$ cat config.mk
export PLATFORM = sky130hd
export DESIGN_NAME = inference_sequencer
export DESIGN_NICKNAME = d
export VERILOG_FILES = /design/src/rtl/seq_pkg.sv /design/src/rtl/seq_cmd_decode.sv /design/src/rtl/inference_sequencer.sv
export SDC_FILE = /design/constraint.sdc
export NUM_CORES = 1
export LEC_CHECK = 0
export BUFFER_PORTS_ARGS = -buffer_cell sky130_fd_sc_hd__buf_4
export CORE_MARGIN = 4
export CORE_UTILIZATION = 40
export DETAILED_ROUTE_END_ITERATION = 10
export HOLD_SLACK_MARGIN = 0.02
export PLACE_DENSITY_LB_ADDON = 0.1
export SYNTH_ARGS = -nofsm -noshare
export SYNTH_HDL_FRONTEND = slang
export SYNTH_SLANG_ARGS = --single-unit
$ cat constraint.sdc
create_clock -name clk -period 3.39 [get_ports clk]
set_clock_uncertainty 0.15 [all_clocks]
set_input_delay 0.678 -clock clk [delete_from_list [all_inputs] [get_ports clk]]
set_output_delay 0.678 -clock clk [all_outputs]
set_load 0.02 [all_outputs]
$ cat src/rtl/seq_pkg.sv
// Shared definitions for the inference sequencer: command opcodes, FSM states
// and the bit layout of the host status word.
package seq_pkg;

  localparam int unsigned TagW = 9;
  localparam int unsigned OpW  = 4;

  localparam logic [OpW-1:0] OpNop      = 4'd0;
  localparam logic [OpW-1:0] OpWrite    = 4'd1;
  localparam logic [OpW-1:0] OpRun      = 4'd2;
  localparam logic [OpW-1:0] OpAbort    = 4'd3;
  localparam logic [OpW-1:0] OpClearPtr = 4'd4;

  typedef enum logic [2:0] {
    StIdle,
    StLoad,
    StClr,
    StRead,
    StDrain
  } seq_state_e;

  localparam int unsigned AckTagLsb  = 23;
  localparam int unsigned BusyBit    = 22;
  localparam int unsigned DoneBit    = 21;
  localparam int unsigned TimeoutBit = 20;
  localparam int unsigned ErrorBit   = 19;
  localparam int unsigned CountLsb   = 11;
  localparam int unsigned ResultLsb  = 7;

endpackage

$ cat src/rtl/seq_cmd_decode.sv
// Host command decoder: a command fires for one cycle whenever the tag field
// differs from the last accepted tag, which is then remembered as the ack tag.
module seq_cmd_decode
  import seq_pkg::*;
#(
  parameter int unsigned DATA_W = 19
) (
  input  logic              i_clk,
  input  logic              i_rst,
  input  logic [31:0]       i_data,
  output logic              o_cmd_valid,
  output logic [OpW-1:0]    o_opcode,
  output logic [DATA_W-1:0] o_payload,
  output logic [TagW-1:0]   o_ack_tag
);

  logic [TagW-1:0] r_tag;
  logic [TagW-1:0] w_tag;
  logic            w_tag_changed;

  assign w_tag         = i_data[27:19];
  assign w_tag_changed = (w_tag != r_tag);

  always_ff @(posedge i_clk) begin
    if (i_rst) begin
      r_tag <= '0;
    end else if (w_tag_changed) begin
      r_tag <= w_tag;
    end
  end

  assign o_cmd_valid = w_tag_changed;
  assign o_opcode    = i_data[31:28];
  assign o_payload   = i_data[DATA_W-1:0];
  assign o_ack_tag   = r_tag;

endmodule

$ cat src/rtl/inference_sequencer.sv
// Host-facing sequencer: loads samples into memory, runs one inference pass
// over them and reports status plus the winning class on data_out.
module inference_sequencer
  import seq_pkg::*;
#(
  parameter int unsigned DATA_W  = 19,
  parameter int unsigned DEPTH   = 128,
  parameter int unsigned ADDR_W  = 7,
  parameter int unsigned RES_W   = 4,
  parameter int unsigned TIMEOUT = 1024
) (
  input  logic              clk,
  input  logic              rstn,
  input  logic [31:0]       data_in,
  input  logic              settled,
  input  logic [RES_W-1:0]  result_in,
  output logic              mem_write_en,
  output logic [DATA_W-1:0] mem_write_data,
  output logic              mem_read_en,
  output logic              net_clr,
  output logic [31:0]       data_out
);

  localparam int unsigned WaitW = $clog2(TIMEOUT + 1);
  localparam logic [ADDR_W:0]  DepthCnt = (ADDR_W + 1)'(DEPTH);
  localparam logic [ADDR_W:0]  CntOne   = (ADDR_W + 1)'(1);
  localparam logic [WaitW-1:0] WaitLast = WaitW'(TIMEOUT - 1);
  localparam logic [WaitW-1:0] WaitOne  = WaitW'(1);

  logic              w_cmd_valid;
  logic [OpW-1:0]    w_opcode;
  logic [DATA_W-1:0] w_payload;
  logic [TagW-1:0]   w_ack_tag;
  logic              w_busy;

  seq_state_e        r_state;
  logic [ADDR_W:0]   r_count;
  logic [ADDR_W:0]   r_rdcnt;
  logic [WaitW-1:0]  r_wait;
  logic              r_done;
  logic              r_timeout;
  logic              r_error;
  logic [RES_W-1:0]  r_result;
  logic              r_wr_en;
  logic [DATA_W-1:0] r_wr_data;
  logic              r_rd_en;
  logic              r_net_clr;

  seq_cmd_decode #(
    .DATA_W(DATA_W)
  ) u_decode (
    .i_clk      (clk),
    .i_rst      (rstn),
    .i_data     (data_in),
    .o_cmd_valid(w_cmd_valid),
    .o_opcode   (w_opcode),
    .o_payload  (w_payload),
    .o_ack_tag  (w_ack_tag)
  );

  assign w_busy = (r_state != StIdle);

  always_ff @(posedge clk) begin
    if (rstn) begin
      r_state   <= StIdle;
      r_count   <= '0;
      r_rdcnt   <= '0;
      r_wait    <= '0;
      r_done    <= 1'b0;
      r_timeout <= 1'b0;
      r_error   <= 1'b0;
      r_result  <= '0;
      r_wr_en   <= 1'b0;
      r_wr_data <= '0;
      r_rd_en   <= 1'b0;
      r_net_clr <= 1'b0;
    end else begin
      r_wr_en   <= 1'b0;
      r_wr_data <= '0;
      r_net_clr <= 1'b0;
      // ABORT pre-empts everything in a busy state, including the last READ edge.
      if (w_busy && w_cmd_valid && (w_opcode == OpAbort)) begin
        r_state   <= StIdle;
        r_rd_en   <= 1'b0;
        r_net_clr <= 1'b1;
      end else begin
        if (w_busy && w_cmd_valid) begin
          r_error <= 1'b1;
        end
        unique case (r_state)
          StIdle: begin
            if (w_cmd_valid) begin
              case (w_opcode)
                OpNop, OpAbort: begin
                end
                OpWrite: begin
                  if (r_count == DepthCnt) begin
                    r_error <= 1'b1;
                  end else begin
                    r_wr_en   <= 1'b1;
                    r_wr_data <= w_payload;
                    r_state   <= StLoad;
                  end
                end
                OpRun: begin
                  if (r_count == '0) begin
                    r_error <= 1'b1;
                  end else begin
                    r_net_clr <= 1'b1;
                    r_state   <= StClr;
                  end
                end
                OpClearPtr: begin
                  r_count   <= '0;
                  r_done    <= 1'b0;
                  r_timeout <= 1'b0;
                  r_error   <= 1'b0;
                end
                default: r_error <= 1'b1;
              endcase
            end
          end
          StLoad: begin
            r_count <= r_count + CntOne;
            r_state <= StIdle;
          end
          StClr: begin
            r_done    <= 1'b0;
            r_timeout <= 1'b0;
            r_rdcnt   <= r_count;
            r_rd_en   <= 1'b1;
            r_state   <= StRead;
          end
          StRead: begin
            if (r_rdcnt == CntOne) begin
              r_rd_en <= 1'b0;
              r_wait  <= '0;
              r_state <= StDrain;
            end else begin
              r_rdcnt <= r_rdcnt - CntOne;
            end
          end
          StDrain: begin
            // settled is checked first so it wins over an expiring wait.
            if (settled) begin
              r_result <= result_in;
              r_done   <= 1'b1;
              r_state  <= StIdle;
            end else if (r_wait == WaitLast) begin
              r_timeout <= 1'b1;
              r_state   <= StIdle;
            end else begin
              r_wait <= r_wait + WaitOne;
            end
          end
          default: r_state <= StIdle;
        endcase
      end
    end
  end

  always_comb begin
    data_out = '0;
    data_out[AckTagLsb +: TagW]   = w_ack_tag;
    data_out[BusyBit]             = w_busy;
    data_out[DoneBit]             = r_done;
    data_out[TimeoutBit]          = r_timeout;
    data_out[ErrorBit]            = r_error;
    data_out[CountLsb +: ADDR_W+1] = r_count;
    data_out[ResultLsb +: RES_W]  = r_result;
  end

  assign mem_write_en   = r_wr_en;
  assign mem_write_data = r_wr_data;
  assign mem_read_en    = r_rd_en;
  assign net_clr        = r_net_clr;

endmodule

==> results.ini <==
[run_status]
status=finished clean

[timing]
relSlewSlack=0.566
whs_ns=0.318
drv_slew=0
fmax_mhz=362
fin_ws_ns=0.631
setup_tns_ns=0
fin_crit_ns=2.76
period_share=0.814
worstMarginPinSlew_ns=0.648
rsz0062_at_grt=false
hold_violations=0
setup_violations=0

[clock_network]
cts.path.max_buffers=2
cts_setup_buffers=0
cts_sinks=68
htree_levels=3
cts_buffers=9
clock_latency_ns=0.34
cts_tree=built
cts_resized=0
postCtsHoldBufs=0
clkTransAtPathRegs_ns=0.07
cts_root_buf=clkbuf_8

[floorplanning]
io_pins=93
fp.dieArea_um2=9200
die_x_um=95.9
rows=31
fp.coreArea_um2=7370
die_h_um=95.9
start_util=0.420

[worst_setup_path]
critPathKind=input pin to flop
slowest_stage=a2111o_1
worstPathRequired_ns=3.47
end_kind=flop
arrival_ns=2.84
cp_max_fo=9
start_kind=input pin
reg2reg_depth=6
path_buf_inv=1
crit_cells=7
crit_family=simple AND/OR/NAND/NOR gates
crit_path_max_incr_delay_ns=0.52
path_cells=buf_4, xnor2_1, nand3_1, or3_1, a2111o_1, nor4_1, mux2_1

[synthesis]
synth_flop_cell=dfxtp_1
synth_top_cell_area_share=0.440
synth_top_cells_by_area=dfxtp_1 (44%), nor2_1 (4.9%), a21oi_1 (4.2%)
synthDistinctLibCells=53
synth-async-reset-ratio=0
syn_inst=361
ys_seq_area_frac=0.440
synth_largest_area_cell=dfxtp_1
synth_area_um2=3090
synth_seq_cells=68
synth_edf_count=0
yosysWarnings=0
syn_area_per_cell_um2=8.57

[power_and_ir_drop]
total_power_mw=1.72
powerDensity_nw_per_um2=429
leakagePower_nw=1.67
ir_worst_vdd_mv=0.294

[routing]
ant_nets=0
vias=2780
vias_per_cell=5.09
wl_met3_um=602
drcViolationCount=0
routed_wl_mm=7.31
top_layer=met4
dr_wl_met2_mm=3.34
first_pass_iters=4
drt-initial-drc-count=75
wl_met1_mm=3.28
wl_per_cell_um=13.4

[global_route]
antenna_found_initial=0
grt_pass1_wl_mm=12.0
grt_pass1_vias=2612
grt_max_degree=37
grtUsageTotal=0.167
grt-ovfl-total=0

[flow_run]
maxCapViolCount=0

[layout]
multi_input_area_um2=1570
fillers=734
diodes=0
utilization=0.544
layout.nets=486
area.growth.synth_to_final_pct=29.7
drive_above_1_share=0.255
register_area_um2=1360

[hold_path]
hold_path_class=flop to flop
hold_depth=1

[placed_design]
place_ws_ns=0.278
port_buffers=85
place_hpwl_mm=5.31
gp_congestion=0.827

## layout by cell type, fill, tap and decap left out, drive strengths merged, types with 4 or more instances in the layout
cell	count
ha	5
and2	20
nor4b	4
nand4	8
or3	8
conb	7
nor3	6
clkbuf	12
a21oi	26
nor2	40
o21ai	20
o31ai	4
o211ai	4
xnor2	10
inv	12
nor4	5
dfxtp	68
nor2b	10
nand3	11
mux2i	5
nand2	22
buf	90
## state kept, by name, summed over array words and instances (netlist names), 3 cells and up
register / cells
r_count: 8
r_state: 3
r_result: 4
u_decode.o_ack_tag: 9
mem_write_data: 19
r_wait: 11
r_rdcnt: 8
## cells by family (layout without fill, tap and decap cells)
group / Yosys count / in the layout / share of synthesized area
xor gates and xnor gates: 12 / 12 / 0.0340
muxes: 7 / 7 / 0.0235
buffers and inverters: 38 / 118 / 0.0615
AOI/OAI and AO/OA: 81 / 81 / 0.168
adders and majority gates: 5 / 5 / 0.0202
and+or+nand+nor: 149 / 149 / 0.252
other: 1 / 7 / 0.00121
DFF: 68 / 68 / 0.440
## where the power goes
group	switching [mW]	leakage, nW	internal (mW)
combinational	0.0654	0.995	0.0623
clock	0.306	0.122	0.472
sequential	0.00632	0.551	0.809
## per-stage QoR
stage | cells | cell area [um^2]
floorplan | 367 | 3120
global placement | 530 | 3780
detailed placement | 530 | 3780
CTS | 546 | 4010
global route | 546 | 4010
finish | 546 | 4010
## per-layer routing
| layer | vias to the layer above | GRT usage |
|---|---|---|
| li1 | 1417 | - |
| met1 | 1269 | 0.206 |
| met4 | 0 | 0.0533 |
| met5 | - | 0 |
| met2 | 87 | 0.267 |
| met3 | 7 | 0.0649 |
## cell type report
type / count / share of cell area
clock buffers: 12 / 0.0412
multi-input cells: 261 / 0.391
inverters: 12 / 0.0112
flip-flops and latches: 68 / 0.339
well taps: 99 / 0.0309
repair buffers: 90 / 0.168
clock inverters: 4 / 0.0175
## cells in the mapped netlist (all sizes together) (4+ instances only)
cell type	number
dfxtp	68
nor2	40
a21oi	26
nand2	22
and2	20
o21ai	20
buf	16
inv	12
nand3	11
clkbuf	10
nor2b	10
xnor2	10
nand4	8
or3	8
nor3	6
ha	5
mux2i	5
nor4	5
nor4b	4
o211ai	4
o31ai	4
## worst paths after layout
path	end	from	slack [ns]
setup / recovery	r_count[7]	data_in[25]	0.63
hold / removal	r_error	r_error	0.32
setup reg to reg	r_count[7]	r_state[0]	0.70
hold reg to reg	r_error	r_error	0.32
Note: power is estimated with default switching activity, not from simulation.
